`src/rtl/vga_pkg.sv`:
```
// Shared VGA timing constants and the vblank scheduler state type.
// Imported by the vblank update scheduler and any later display-side arbiters.
package vga_pkg;

    typedef enum logic [1:0] {
        StWaitVb,
        StArb,
        StGrant
    } sched_state_e;

    localparam int unsigned H_ACTIVE = 640;
    localparam int unsigned H_TOTAL  = 800;
    localparam int unsigned V_ACTIVE = 480;
    localparam int unsigned V_TOTAL  = 521;

endpackage

```
`src/rtl/rr_priority_pick.sv`:
```
// Round-robin priority picker (purely combinational).
// Finds the first set bit of pend_i, scanning upward from rr_ptr_i with wrap-around.
// Ports:
//   pend_i   - pending request vector
//   rr_ptr_i - index the scan starts from
//   idx_o    - index of the selected request (0 when nothing is pending)
//   valid_o  - high when any request is pending
module rr_priority_pick #(
    parameter int unsigned N_REQ = 4,
    parameter int unsigned IDX_W = $clog2(N_REQ)
) (
    input  logic [N_REQ-1:0] pend_i,
    input  logic [IDX_W-1:0] rr_ptr_i,
    output logic [IDX_W-1:0] idx_o,
    output logic             valid_o
);

    logic [IDX_W-1:0] cand;

    always_comb begin
        idx_o   = '0;
        valid_o = 1'b0;
        cand    = '0;
        for (int unsigned i = 0; i < N_REQ; i++) begin
            cand = IDX_W'((32'(rr_ptr_i) + i) % N_REQ);
            if (!valid_o && pend_i[cand]) begin
                valid_o = 1'b1;
                idx_o   = cand;
            end
        end
    end

endmodule

```
`src/rtl/vblank_update_scheduler.sv`:
```
// Vertical-blanking update scheduler.
// Latches pending updater requests at each vblank start and grants them one at a time in
// round-robin order, with a per-grant timeout, so shared display state is only touched
// while the beam is outside the visible area.
// Ports:
//   clk_i           - pixel clock
//   rst_ni          - asynchronous active-low reset
//   y_coord_i       - current line from the VGA timing generator
//   req_i           - level request per updater
//   done_i          - one-cycle completion pulse from the granted updater
//   grant_o         - one-hot grant, zero when idle
//   frame_tick_o    - one-cycle pulse at vblank start
//   busy_o          - high while a pass is in progress
//   timeout_pulse_o - one-cycle pulse when a grant is revoked by timeout
//   overrun_o       - sticky: active video resumed with work outstanding
//   frame_count_o   - frames since reset, wrapping
module vblank_update_scheduler #(
    parameter int unsigned N_REQ    = 4,
    parameter int unsigned V_ACTIVE = vga_pkg::V_ACTIVE,
    parameter int unsigned TIMEOUT  = 4096
) (
    input  logic             clk_i,
    input  logic             rst_ni,
    input  logic [9:0]       y_coord_i,
    input  logic [N_REQ-1:0] req_i,
    input  logic [N_REQ-1:0] done_i,
    output logic [N_REQ-1:0] grant_o,
    output logic             frame_tick_o,
    output logic             busy_o,
    output logic             timeout_pulse_o,
    output logic             overrun_o,
    output logic [7:0]       frame_count_o
);

    import vga_pkg::*;

    localparam int unsigned IDX_W = $clog2(N_REQ);
    localparam int unsigned TW    = $clog2(TIMEOUT);

    sched_state_e     state_q, state_d;
    logic [N_REQ-1:0] pend_q, pend_d;
    logic [N_REQ-1:0] grant_q, grant_d;
    logic [IDX_W-1:0] rr_ptr_q, rr_ptr_d;
    logic [TW-1:0]    timer_q, timer_d;
    logic             vb_q;
    logic             frame_tick_q, frame_tick_d;
    logic             timeout_q, timeout_d;
    logic             overrun_q, overrun_d;
    logic [7:0]       frame_count_q, frame_count_d;

    logic             in_vblank;
    logic             vb_rise;
    logic [IDX_W-1:0] pick_idx;
    logic             pick_valid;

    // Unsigned compare: wrapped back-porch line numbers also count as blanking.
    assign in_vblank = (32'(y_coord_i) >= V_ACTIVE);
    assign vb_rise   = in_vblank & ~vb_q;

    rr_priority_pick #(
        .N_REQ (N_REQ),
        .IDX_W (IDX_W)
    ) u_pick (
        .pend_i   (pend_q),
        .rr_ptr_i (rr_ptr_q),
        .idx_o    (pick_idx),
        .valid_o  (pick_valid)
    );

    always_comb begin
        state_d       = state_q;
        pend_d        = pend_q;
        grant_d       = grant_q;
        rr_ptr_d      = rr_ptr_q;
        timer_d       = timer_q;
        frame_tick_d  = 1'b0;
        timeout_d     = 1'b0;
        overrun_d     = overrun_q;
        frame_count_d = frame_count_q;

        unique case (state_q)
            StWaitVb: begin
                grant_d = '0;
                if (vb_rise) begin
                    pend_d        = req_i;
                    frame_tick_d  = 1'b1;
                    frame_count_d = frame_count_q + 8'd1;
                    overrun_d     = 1'b0;
                    state_d       = StArb;
                end
            end
            StArb: begin
                if (!in_vblank) begin
                    if (pend_q != '0) begin
                        overrun_d = 1'b1;
                    end
                    pend_d  = '0;
                    state_d = StWaitVb;
                end else if (!pick_valid) begin
                    state_d = StWaitVb;
                end else begin
                    grant_d          = N_REQ'(1) << pick_idx;
                    pend_d[pick_idx] = 1'b0;
                    rr_ptr_d         = (32'(pick_idx) == N_REQ - 1) ? '0
                                                                    : pick_idx + IDX_W'(1);
                    timer_d          = '0;
                    state_d          = StGrant;
                end
            end
            StGrant: begin
                // Completion beats both timeout and end of blanking.
                if ((done_i & grant_q) != '0) begin
                    grant_d = '0;
                    state_d = StArb;
                end else if (32'(timer_q) == TIMEOUT - 1) begin
                    timeout_d = 1'b1;
                    grant_d   = '0;
                    state_d   = StArb;
                end else if (!in_vblank) begin
                    overrun_d = 1'b1;
                    pend_d    = '0;
                    grant_d   = '0;
                    state_d   = StWaitVb;
                end else begin
                    timer_d = timer_q + TW'(1);
                end
            end
            default: begin
                grant_d = '0;
                state_d = StWaitVb;
            end
        endcase
    end

    always_ff @(posedge clk_i or negedge rst_ni) begin
        if (!rst_ni) begin
            state_q       <= StWaitVb;
            pend_q        <= '0;
            grant_q       <= '0;
            rr_ptr_q      <= '0;
            timer_q       <= '0;
            // Start "already in blanking" so a mid-vblank reset release waits for a real edge.
            vb_q          <= 1'b1;
            frame_tick_q  <= 1'b0;
            timeout_q     <= 1'b0;
            overrun_q     <= 1'b0;
            frame_count_q <= '0;
        end else begin
            state_q       <= state_d;
            pend_q        <= pend_d;
            grant_q       <= grant_d;
            rr_ptr_q      <= rr_ptr_d;
            timer_q       <= timer_d;
            vb_q          <= in_vblank;
            frame_tick_q  <= frame_tick_d;
            timeout_q     <= timeout_d;
            overrun_q     <= overrun_d;
            frame_count_q <= frame_count_d;
        end
    end

    assign grant_o         = grant_q;
    assign frame_tick_o    = frame_tick_q;
    assign busy_o          = (state_q != StWaitVb);
    assign timeout_pulse_o = timeout_q;
    assign overrun_o       = overrun_q;
    assign frame_count_o   = frame_count_q;

endmodule
```
`config.mk`:
```
export PLATFORM = sky130hd
export DESIGN_NAME = vblank_update_scheduler
export DESIGN_NICKNAME = d
export VERILOG_FILES = /design/src/rtl/vga_pkg.sv /design/src/rtl/rr_priority_pick.sv /design/src/rtl/vblank_update_scheduler.sv
export SDC_FILE = /design/constraint.sdc
export NUM_CORES = 1
export LEC_CHECK = 0
export ABC_CLOCK_PERIOD_IN_PS = 3800
export CELL_PAD_IN_SITES_DETAIL_PLACEMENT = 1
export CELL_PAD_IN_SITES_GLOBAL_PLACEMENT = 1
export CORE_ASPECT_RATIO = 2
export CORE_UTILIZATION = 40
export DETAILED_ROUTE_END_ITERATION = 6
export HOLD_SLACK_MARGIN = 0.05
export MAX_ROUTING_LAYER = met4
export PLACE_DENSITY = 0.81
export SYNTH_ARGS = -nofsm -noshare
export SYNTH_HDL_FRONTEND = slang
export SYNTH_SLANG_ARGS = --single-unit
```
`constraint.sdc`:
```
create_clock -name clk_i -period 3.8 [get_ports clk_i]
set_clock_uncertainty 0.2 [all_clocks]
set_input_delay 0.38 -clock clk_i [delete_from_list [all_inputs] [get_ports clk_i]]
set_output_delay 0.38 -clock clk_i [all_outputs]
set_load 0.01 [all_outputs]
```
Word-level counts from Yosys, hierarchy flattened
Cells that the tools add are included.
{"block": "totals", "ff_bits": 36, "latch_bits": 0, "ramBits": 0, "mem_bits_ro": 0, "inputBits": 20, "output_inout_bits": 16, "word_cells": 120, "memories": 0}
{"block": "op_classes", "n_addsub": 6, "n_mul": 0, "n_div": 0, "magnitude_cmp": 7, "eq_ne": 15, "n_shift": 1, "muxes": 56, "n_bitwise": 5, "n_reduce_logical": 20}
{"operator": "12-bit 2-to-1 mux", "count": 5}
{"operator": "4-bit 2-to-1 mux", "count": 10}
{"operator": "12-bit case mux with 2 select lines", "count": 1}
{"operator": "2-bit 2-to-1 mux", "count": 11}
{"operator": "1-bit 2-to-1 mux", "count": 20}
{"operator": "2-bit != test (second input constant)", "count": 9}
{"operator": "2-bit by 3-bit less-than comparator with 1-bit output (second input constant)", "count": 5}
{"operator": "12-bit by 1-bit adder with 12-bit output (second input constant)", "count": 1}
{"operator": "12-bit == test (second input constant)", "count": 1}
{"operator": "4-bit case mux with 3 select lines", "count": 1}
{"operator": "6-bit AND reduction", "count": 2}
{"operator": "10-bit by 9-bit >= comparator with 1-bit output (second input constant)", "count": 1}
{"operator": "8-bit by 1-bit adder with 8-bit output (second input constant)", "count": 1}
{"operator": "4-bit bitwise AND", "count": 2}
{"operator": "1-bit binary-select mux with 2-bit select", "count": 4}
{"operator": "4-bit case mux with 2 select lines", "count": 1}
{"operator": "4-bit nonzero test", "count": 2}
{"operator": "7-bit AND reduction", "count": 1}
{"operator": "2-bit case mux with 3 select lines", "count": 1}
{"operator": "3-bit AND reduction", "count": 2}
{"operator": "2-bit by 1-bit adder with 2-bit output (second input constant)", "count": 2}
{"operator": "2-bit adder (second input constant)", "count": 2}
{"operator": "2-bit == test (second input constant)", "count": 2}
{"operator": "1-bit logical AND", "count": 4}
{"operator": "other kinds (15)", "count": 19}

Logic depth before layout (Yosys ltp)
Gate-level depths: netlist (run 1).
{"block": "logic_depth", "ltp_word": 21, "depth_mapped": 9, "depth_no_buf": 9}

Modules after synthesis
A second synthesis (run 1) with hierarchy kept.
{"block": "unflattened", "cells_unflattened": 217, "hier_area_um2": 2125.8}
{"mod": "vblank_update_scheduler", "instances": 1, "cells_each": 202, "area_per_inst_um2": 2048.2, "seq_area_each_um2": 902.1}
{"mod": "rr_priority_pick", "instances": 1, "cells_each": 15, "area_per_inst_um2": 77.6, "seq_area_each_um2": 0.0}

Worst setup path after synthesis (run 1)
Ideal clock, no wire load.
{"block": "synth_timing", "path_kind": "register to register", "start": "register state_q[0]", "end": "register state_q[1]", "setup_ps": 125, "arrival_time_ps": 1707, "required_ps": 3475, "setup_slack_ps": 1768, "stages_incl_launch_ff": 7, "path_buffers": 1, "synth_period_minus_slack_ps": 2032, "cell_sequence": "dfrtp_1 inv_1 ha_1 clkbuf_1 nand3_1 o21ai_0 mux2_2"}
{"block": "synth_via", "elab_chain_cells": 3, "elab_cells_between_ends": 7, "cone_classes": "eq/ne: 4; mux: 1; reduce/logical: 2"}
{"item": "start, declared", "line": "vblank_update_scheduler.sv:40", "text": "sched_state_e state_q, state_d;"}
{"item": "start signal, assigned", "line": "vblank_update_scheduler.sv:137", "text": "state_q <= StWaitVb;"}
{"item": "start signal, assigned", "line": "vblank_update_scheduler.sv:149", "text": "state_q <= state_d;"}
{"item": "2-bit == test or 2-bit zero test (tied branches)", "line": "vblank_update_scheduler.sv:81", "text": "unique case (state_q)"}
{"item": "4-bit != test (no source line) or 2-bit != test (tied branches)"}
{"item": "2-bit AND reduction (no source line)"}
Several ways; a longest one is shown, not always the timed one.
A chain may end at the register's enable or synchronous reset.

Worst setup path in the final report (run 1)
{"block": "layout_timing", "start": "register state_q[0]", "end": "register timer_q[4]"}
{"block": "layout_via", "elab_chain_cells": 3, "elab_cells_between_ends": 10, "cone_classes": "eq/ne: 7; mux: 1; reduce/logical: 2"}
{"item": "2-bit == test or 2-bit by 1-bit == test with 1-bit output (tied branches)", "line": "vblank_update_scheduler.sv:81"}
{"item": "2-bit != test (no source line) or 2-bit nonzero test (tied branches)"}
{"item": "6-bit AND reduction (no source line)"}
{"item": "end signal, assigned", "line": "vblank_update_scheduler.sv:153", "text": "timer_q <= timer_d;"}
{"item": "end, declared", "line": "vblank_update_scheduler.sv:44", "text": "logic [TW-1:0] timer_q, timer_d;"}
Several ways; a longest one is shown, not always the timed one.

==> results.json, run 1 <==
{
  "status": "complete, no violations",
  "cp.required_ns": 3.83,
  "vias": 1728,
  "cts_resized": 0,
  "critPathLaunch": "state_q[0]$_DFFE_PN0P_",
  "cts_setup_buffers": 0,
  "syn_area_per_cell_um2": 10.0,
  "setup_ws_ns": 1.13,
  "drive_gt1_frac": 0.103,
  "holdWs_ns": 0.286,
  "syn_inst": 206,
  "syn_nets": 237,
  "final_max_slew_viol_count": 0,
  "wl_per_cell_um": 16.7,
  "synth-compound-area-share": 0.183,
  "r2r-end": "timer_q[4]$_DFFE_PN0P_",
  "arrival_ns": 2.70,
  "synth_top_family_by_area": "simple AND/OR/NAND/NOR gates",
  "grt_pass1_vias": 1941,
  "rrSetupSlack_ns": 1.13,
  "nFillCells": 575,
  "tns_ns": 0,
  "hold_path_class": "register to register",
  "synthAdderAreaFrac": 0.0668,
  "layout_commonest_cell": "dfrtp_1",
  "antenna_left": 0,
  "rr_worst_depth": 8,
  "critPathLaunchType": "register",
  "drtIter0Drc": 26,
  "clkPwrFrac": 0.174,
  "setup_viol": 0,
  "synth-edff-count": 0,
  "finalNetCount": 272,
  "fp.dieH_um": 104,
  "clk_pin_slew_ns": 0.08,
  "ys.flop_type": "dfrtp_1",
  "relSlewSlack": 0.614,
  "drc": 0,
  "coreArea_um2": 4910,
  "cts_tree": "built",
  "tightest_slew_ns": 0.580,
  "pwr-share-comb": 0.466,
  "grt_overflow_total": 0,
  "cp_slowest_stage_delay_ns": 0.54,
  "place_ws_ns": 1.11,
  "final-hold-violation-count": 0,
  "vdd_drop_max_mv": 0.429,
  "final_cell_mix": "dfrtp_1 (35), nand2_1 (31), clkdlybuf4s50_1 (30), nand3_1 (13)",
  "ys_async_sr_fraction": 1.00,
  "cp_slowest_cell": "ha_1",
  "utilization": 0.514,
  "period_share": 0.702,
  "synth-xor-area-share": 0.0298,
  "path_buf_inv": 2,
  "fmax_mhz": 375,
  "maxCapViolCount": 0,
  "antenna_found_initial": 0,
  "cp_max_fo": 24,
  "cts_sinks": 36,
  "min_path_cells": 1,
  "die_area_um2": 5460,
  "p_switching_w": 0.000636,
  "pwr-share-seq": 0.361,
  "worstSkewPairLatency_ns": 0.29,
  "place_congestion": 0.789,
  "antenna_cells": 0,
  "ys_warn_count": 0,
  "die_w_um": 52.8,
  "port_buffers": 30,
  "dp_hpwl_um": 3740,
  "internal_power_w": 0.000951,
  "synthMuxAreaShare": 0.0322,
  "drtPass1Iterations": 4,
  "ys_types": 43,
  "grt.total_usage": 0.221,
  "crit_end": "timer_q[4]$_DFFE_PN0P_",
  "cpLargestDelayFamily": "simple AND/OR/NAND/NOR gates",
  "synth-seq-area-share": 0.438,
  "ys_ff_latch": 36,
  "multi_input_area_um2": 1100,
  "synthSimpleGateAreaFrac": 0.221,
  "grt_max_degree": 37,
  "cts.hold.buffers_added": 0,
  "via_per_inst": 5.78,
  "wirelength_um": 4980,
  "cts_root_buf": "clkbuf_8",
  "start_util": 0.420,
  "area.growth.synth_to_final_pct": 22.5,
  "grt_first_pass_wirelength_um": 8830,
  "layout_min_cycle_time_ns": 2.67,
  "rsz0062_at_grt": "no",
  "numCtsBuffers": 5,
  "powerDensity_nw_per_um2": 629,
  "swShare": 0.401,
  "crit_chain": "inv_1 > ha_1 > nor2_1 > a211oi_1 > o221ai_2 > buf_4 > or4_1 > nand3_1",
  "r2r-start": "state_q[0]$_DFFE_PN0P_",
  "total_leakage_power_nw": 1.07,
  "end_kind": "register",
  "syn_area_um2": 2060,
  "path_depth": 8,
  "row_count": 36,
  "ff_latch_area_um2": 902,
  "pin_count": 36,
  "crit_type": "register to register",
  "hold_start": "frame_count_o[7]$_DFFE_PN0P_",
  "htree_num_levels": 2,
  "clockBufferDepth": 2
}
-- layer usage --
| metal | GRT usage | vias to the layer above | share of wire |
|---|---|---|---|
| met3 | 0.0352 | 6 | 0.016 |
| li1 | - | 833 | - |
| met1 | 0.217 | 869 | 0.37 |
| met4 | 0.0789 | 0 | 0.017 |
| met2 | 0.408 | 20 | 0.60 |
| met5 | - | - | 0 |
-- cells in the mapped netlist, drive strengths merged (2+ instances only) --
master,number,area share
a22o,10,0.042
a21oi,4,0.012
mux2,5,0.027
dfrtp,35,0.43
nand3,13,0.032
nor4,3,0.012
and4,3,0.013
nor2,11,0.020
or4,6,0.024
xnor2,4,0.017
o221ai,8,0.037
nand4,2,0.0061
o2bb2ai,3,0.013
inv,11,0.020
nor3,3,0.0097
o21ai,6,0.015
nand2,31,0.056
xor2,3,0.013
and2,3,0.0091
ha,11,0.067
clkbuf,5,0.0091
a211oi,2,0.0073
nand3b,5,0.018
and3,6,0.018
-- flip-flops by register name, indices dropped and copies added, names as in the netlist --
| name | count |
|---|---|
| timer_q | 12 |
| frame_count_o | 8 |
| grant_o | 4 |
| pend_q | 4 |
| rr_ptr_q | 2 |
| state_q | 2 |
| frame_tick_o | 1 |
| overrun_o | 1 |
| timeout_pulse_o | 1 |
| vb_q | 1 |
-- power groups by stage --
stage / logic [W] / registers (W) / clock network (W)
finish: 0.000739 / 0.000572 / 0.000276
global route: 0.000825 / 0.000585 / 0.000298
detailed placement: 0.000745 / 0.000580 / 0
floorplan: 0.000466 / 0.000577 / 0
global placement: 0.000721 / 0.000579 / 0
CTS: 0.000751 / 0.000573 / 0.000286
-- worst reg2reg max path, delay by kind of cell (launching register included) --
family          cells  cell delay (ns)
simple gates        3             0.69
buf+inv             2             0.35
flops               1             0.43
fa+ha+maj           1             0.54
compound gates      2             0.40
-- layout make-up --
| type | instances | share of cell area |
|---|---|---|
| tap | 57 | 0.0283 |
| multi-input combinational | 154 | 0.435 |
| sequential | 36 | 0.357 |
| inverter | 11 | 0.0164 |
| clock buffer | 5 | 0.0273 |
| timing repair buffer | 33 | 0.128 |
| clock inverter | 3 | 0.00744 |
-- metrics by stage --
stage          area [um2]  instances  total power (W)
2_1_floorplan        2060        206          0.00104
3_3_place_gp         2440        291          0.00130
3_5_place_dp         2440        291          0.00132
4_1_cts              2520        299          0.00161
5_1_grt              2520        299          0.00171
6_report             2520        299          0.00159
-- how the worst min path moves through the flow --
stage / end / slack, ns
2_1_floorplan: frame_count_o[0]$_DFFE_PN0P_ / -0.12
3_3_place_gp: frame_count_o[7]$_DFFE_PN0P_ / 0.26
3_5_place_dp: frame_count_o[7]$_DFFE_PN0P_ / 0.28
4_1_cts: frame_count_o[7]$_DFFE_PN0P_ / 0.30
5_1_grt: frame_count_o[7]$_DFFE_PN0P_ / 0.31
6_report: frame_count_o[7]$_DFFE_PN0P_ / 0.29
-- logic make-up (layout without fill, tap and decap cells) --
logic type                 Yosys count  count (layout)
muxes                                6               6
DFF                                 36              36
AOI/OAI and AO/OA                   43              43
xor gates and xnor gates             7               7
and+or+nand+nor                     87              87
adders and majority gates           11              11
buffers and inverters               16              52
No activity file was read; power rests on OpenSTA's default activity.
==> inputs of run 2 (changes only) <==
Settings changed: ABC_CLOCK_PERIOD_IN_PS 3800 to 2200, CORE_UTILIZATION 40 to 37, PLACE_DENSITY 0.81 to 0.79.
Clock period 3.8 ns to 2.2 ns, I/O delays scaled along.
==> results.json, run 2 (same netlist as run 1, synthesis figures left out) <==
{
  "status": "complete, but fails checks",
  "violations": "setup timing",
  "drtPass1Iterations": 4,
  "final-instance-count-excl-fill": 334,
  "tightest_slew_ns": 0.528,
  "antenna_found_initial": 0,
  "layout_commonest_cell": "buf_4",
  "dp_hpwl_um": 4320,
  "final_max_slew_viol_count": 0,
  "hold_path_class": "input port to async pin",
  "antenna_left": 0,
  "worstSkewPairLatency_ns": 0.29,
  "coreArea_um2": 5370,
  "largest_reg_flops": 12,
  "wirelength_um": 5780,
  "port_buffers": 30,
  "htree_num_levels": 2,
  "crit_type": "register to register",
  "grt.total_usage": 0.227,
  "cp_max_fo": 5,
  "die_w_um": 54.8,
  "cts_sinks": 36,
  "wl_per_cell_um": 17.3,
  "die_area_um2": 5890,
  "cp.required_ns": 2.18,
  "path_buf_inv": 1,
  "cts.hold.buffers_added": 0,
  "nFillCells": 620,
  "cpLargestDelayFamily": "compound AO/OA/AOI/OAI gates",
  "arrival_ns": 2.18,
  "clockBufferDepth": 2,
  "numCtsBuffers": 5,
  "total_leakage_power_nw": 1.23,
  "cp_slowest_cell": "dfrtp_2",
  "cp_slowest_stage_delay_ns": 0.45,
  "place_congestion": 0.787,
  "row_count": 38,
  "layout_min_cycle_time_ns": 2.20,
  "vias": 1880,
  "fmax_mhz": 454,
  "setup_ws_ns": -0.00325,
  "regMostFlops": "timer_q",
  "relSlewSlack": 0.645,
  "end_kind": "register",
  "powerDensity_nw_per_um2": 1110,
  "grt_pass1_vias": 2092,
  "grt_overflow_total": 0,
  "setup_viol": 1,
  "cts_root_buf": "clkbuf_8",
  "drc": 0,
  "final_cell_mix": "buf_4 (33), dfrtp_1 (32), nand2_1 (30), clkdlybuf4s50_1 (30), nand3_1 (13)",
  "antenna_cells": 0,
  "tns_ns": -0.00325,
  "via_per_inst": 5.63,
  "start_util": 0.384,
  "critPathLaunchType": "register",
  "vdd_drop_max_mv": 0.795,
  "grt_first_pass_wirelength_um": 9450,
  "final-hold-violation-count": 0,
  "dp.cells": 322,
  "period_share": 1.00,
  "pin_count": 36,
  "area.growth.synth_to_final_pct": 38.3,
  "drive_gt1_frac": 0.270,
  "clk_pin_slew_ns": 0.07,
  "fp.dieH_um": 108,
  "maxCapViolCount": 0,
  "crit_chain": "inv_2 > nand2_1 > a21oi_1 > o22a_1 > ha_1 > o21ai_0 > a311o_1 > a22o_1",
  "finalNetCount": 304,
  "grt_max_degree": 37,
  "drtIter0Drc": 28,
  "cts_tree": "built"
}
==> run 2: changes by cell type in the layout (fill, tap and decap cells not counted), sizes merged <==
cell	change
buf	+32
clkinv	-3
clkbuf	+2
clkinvlp	+1
==> run 2: final cells by class <==
class / instances / area [um2] / share of cell area
Multi-Input combinational cell: 154 / 1160 / 0.408
Sequential cell: 36 / 906 / 0.318
Timing Repair Buffer: 65 / 571 / 0.200
Clock buffer: 7 / 86.3 / 0.0303
Tap cell: 60 / 75.1 / 0.0263
Inverter: 11 / 41.3 / 0.0145
Clock inverter: 1 / 7.51 / 0.00263
==> run 2: worst paths after layout <==
path	from	to	slack, ns	cells past startpoint
max	pend_q[1]$_DFFE_PN0P_	pend_q[3]$_DFFE_PN0P_	-0.003	8
min	rst_ni	frame_count_o[7]$_DFFE_PN0P_	0.15	2
max reg2reg	pend_q[1]$_DFFE_PN0P_	pend_q[3]$_DFFE_PN0P_	-0.003	8
min reg2reg	frame_count_o[7]$_DFFE_PN0P_	frame_count_o[7]$_DFFE_PN0P_	0.27	1
max in group asynchronous	rst_ni	pend_q[1]$_DFFE_PN0P_	1.29	2
min in group clk_i	frame_count_o[7]$_DFFE_PN0P_	frame_count_o[7]$_DFFE_PN0P_	0.27	1
==> run 2: per-stage QoR <==
step / utilization / power, W / worst slack, ns / cell area, um2 / hold slack (ns)
final: 0.531 / 0.00318 / -0.00325 / 2850 / 0.146
after global placement: 0.493 / 0.00248 / -0.205 / 2650 / 0.263
after floorplan: - / 0.00180 / 0.168 / 2060 / -0.276
after CTS: 0.513 / 0.00308 / 0.00598 / 2760 / 0.171
after global routing: 0.531 / 0.00339 / -0.0623 / 2850 / 0.203
after detailed placement: 0.493 / 0.00254 / -0.253 / 2650 / 0.266
==> run 2: layer usage <==
layer / track usage / share of wire
met3: 0.0297 / 0.016
met4: 0.0989 / 0.024
met5: - / 0
met2: 0.410 / 0.61
met1: 0.226 / 0.35
==> run 2: worst reg2reg max path: stages (launching register included) <==
cell and delay (ns):
dfrtp_2 0.45, inv_2 0.10, nand2_1 0.08, a21oi_1 0.18, o22a_1 0.18, ha_1 0.19
o21ai_0 0.12, a311o_1 0.36, a22o_1 0.23
==> run 2: repair_timing <==
action | CTS | global route
gates resized for setup | 1 | 21
setup buffers | 1 | 3
pin swaps | 0 | 3
endpoints found under the setup margin | 2 | 19
==> run 2: report_power, final <==
group	switching, W	leakage (nW)	total (W)	internal, W
sequential	0.000170	0.473	0.000991	0.000822
combinational	0.000814	0.710	0.00168	0.000869
clock	0.000248	0.0445	0.000503	0.000255
total	0.00123	1.23	0.00318	0.00195
==> inputs of run 3 (changes only) <==
Settings changed: ABC_CLOCK_PERIOD_IN_PS 2200 to 1800, RECOVER_POWER set to 100.
Clock period 2.2 ns to 1.8 ns, I/O delays scaled along.
==> results.json, run 3 (same netlist as run 1, synthesis figures left out) <==
{
  "status": "complete, but fails checks",
  "violations": "setup timing",
  "utilization": 0.672,
  "crit_chain": "ha_2 > and2_4 > nand4_1 > a21oi_4 > nor4_4 > buf_4 > a22o_1",
  "arrival_ns": 2.10,
  "powerDensity_nw_per_um2": 1440,
  "drtPass1Iterations": 4,
  "grt_overflow_total": 0,
  "wl_per_cell_um": 23.3,
  "cp_slowest_stage_delay_ns": 0.38,
  "place_ws_ns": -0.762,
  "fmax_mhz": 476,
  "rrSetupSlack_ns": -0.30,
  "end_kind": "register",
  "nFillCells": 547,
  "setup_viol": 33,
  "total_leakage_power_nw": 1.63,
  "port_buffers": 30,
  "relSlewSlack": 0.650,
  "antenna_left": 0,
  "rsz0062_at_grt": "yes",
  "stdcell_area_um2": 3610,
  "antenna_cells": 0,
  "die_w_um": 54.8,
  "grt_pass1_vias": 2498,
  "placed_cell_area_um2": 2870,
  "htree_num_levels": 2,
  "drive_gt1_frac": 0.532,
  "cts_sinks": 36,
  "setup_ws_ns": -0.300,
  "place_congestion": 0.848,
  "cp_slowest_cell": "dfrtp_1",
  "drc": 0,
  "die_area_um2": 5890,
  "layout_commonest_cell": "buf_4",
  "final-hold-violation-count": 0,
  "min_path_cells": 2,
  "drtIter0Drc": 45,
  "cts_tree": "built",
  "cp_max_fo": 5,
  "cp.required_ns": 1.80,
  "regMostFlops": "timer_q",
  "start_util": 0.384,
  "coreArea_um2": 5370,
  "row_count": 38,
  "final_cell_mix": "buf_4 (49), dfrtp_1 (32), clkdlybuf4s50_1 (21), buf_6 (20), nand2_1 (18)",
  "final_max_slew_viol_count": 0,
  "dp_hpwl_um": 4740,
  "finalNetCount": 344,
  "ff_latch_area_um2": 906,
  "final-instance-count-excl-fill": 374,
  "critPathLaunchType": "register",
  "numCtsBuffers": 5,
  "layout_min_cycle_time_ns": 2.10,
  "fp.dieH_um": 108,
  "crit_type": "register to register",
  "hold_path_class": "input port to register",
  "tightest_slew_ns": 0.524,
  "multi_input_area_um2": 1520,
  "wirelength_um": 8730,
  "grt_first_pass_wirelength_um": 12700,
  "grt.total_usage": 0.317,
  "cts_root_buf": "clkbuf_8",
  "dp.cells": 345,
  "rr_worst_depth": 7,
  "vias": 2122,
  "pin_count": 36,
  "clk_pin_slew_ns": 0.08,
  "grt_max_degree": 37,
  "area.growth.synth_to_final_pct": 75.3,
  "largest_reg_flops": 12,
  "antenna_found_initial": 0,
  "period_share": 1.17,
  "worstSkewPairLatency_ns": 0.30,
  "clockBufferDepth": 2,
  "power.total_w": 0.00520,
  "via_per_inst": 5.67,
  "vdd_drop_max_mv": 1.20,
  "maxCapViolCount": 0
}
-- run 3: area by class of cell --
type                       count  share of cell area
tap                           60              0.0208
timing repair buffer         105               0.263
clock buffer                   5              0.0191
inverter                      11              0.0135
clock inverter                 3              0.0118
multi-input combinational    154               0.421
sequential                    36               0.251
-- run 3: worst paths after layout --
path	from	end
min in group asynchronous	rst_ni	frame_count_o[7]$_DFFE_PN0P_
setup / recovery	timer_q[1]$_DFFE_PN0P_	pend_q[3]$_DFFE_PN0P_
hold reg to reg	frame_count_o[7]$_DFFE_PN0P_	frame_count_o[7]$_DFFE_PN0P_
setup reg to reg	timer_q[1]$_DFFE_PN0P_	pend_q[3]$_DFFE_PN0P_
max in group asynchronous	rst_ni	rr_ptr_q[0]$_DFFE_PN0P_
hold / removal	req_i[1]	pend_q[1]$_DFFE_PN0P_
-- run 3: power by group --
part / leakage, nW / internal, W / switching [W]
logic: 1.10 / 0.00167 / 0.00156
registers: 0.473 / 0.00100 / 0.000238
clock network: 0.0541 / 0.000410 / 0.000321
-- run 3: worst max-delay path: cells and delay by family, from the launching register on --
| kind | cells | cell delay (ns) |
|---|---|---|
| adders and majority gates | 1 | 0.19 |
| buffers and inverters | 1 | 0.17 |
| DFF | 1 | 0.38 |
| and+or+nand+nor | 3 | 0.52 |
| AOI/OAI and AO/OA | 2 | 0.54 |
-- run 3: layer usage --
layer	GRT usage	part of all wire	vias to the layer above
met4	0.190	0.047	0
met1	0.303	0.35	1086
met2	0.550	0.59	36
li1	-	-	973
met3	0.0551	0.017	27
met5	-	0	-
-- run 3: metrics by stage --
stage	hold WS (ns)	setup TNS, ns
after floorplan	-0.316	-1.02
after global placement	0.260	-8.83
after detailed placement	0.275	-10.74
after CTS	0.238	-3.04
after global routing	0.244	-8.17
final	0.250	-6.08
-- run 3: what timing repair did --
item,in CTS,in global routing
gates resized for setup,77,53
hold buffers,1,0
setup buffers,12,6
pin swaps,33,17
cloned,2,0
setup endpoints to repair,34,34
hold endpoints to repair,8,0
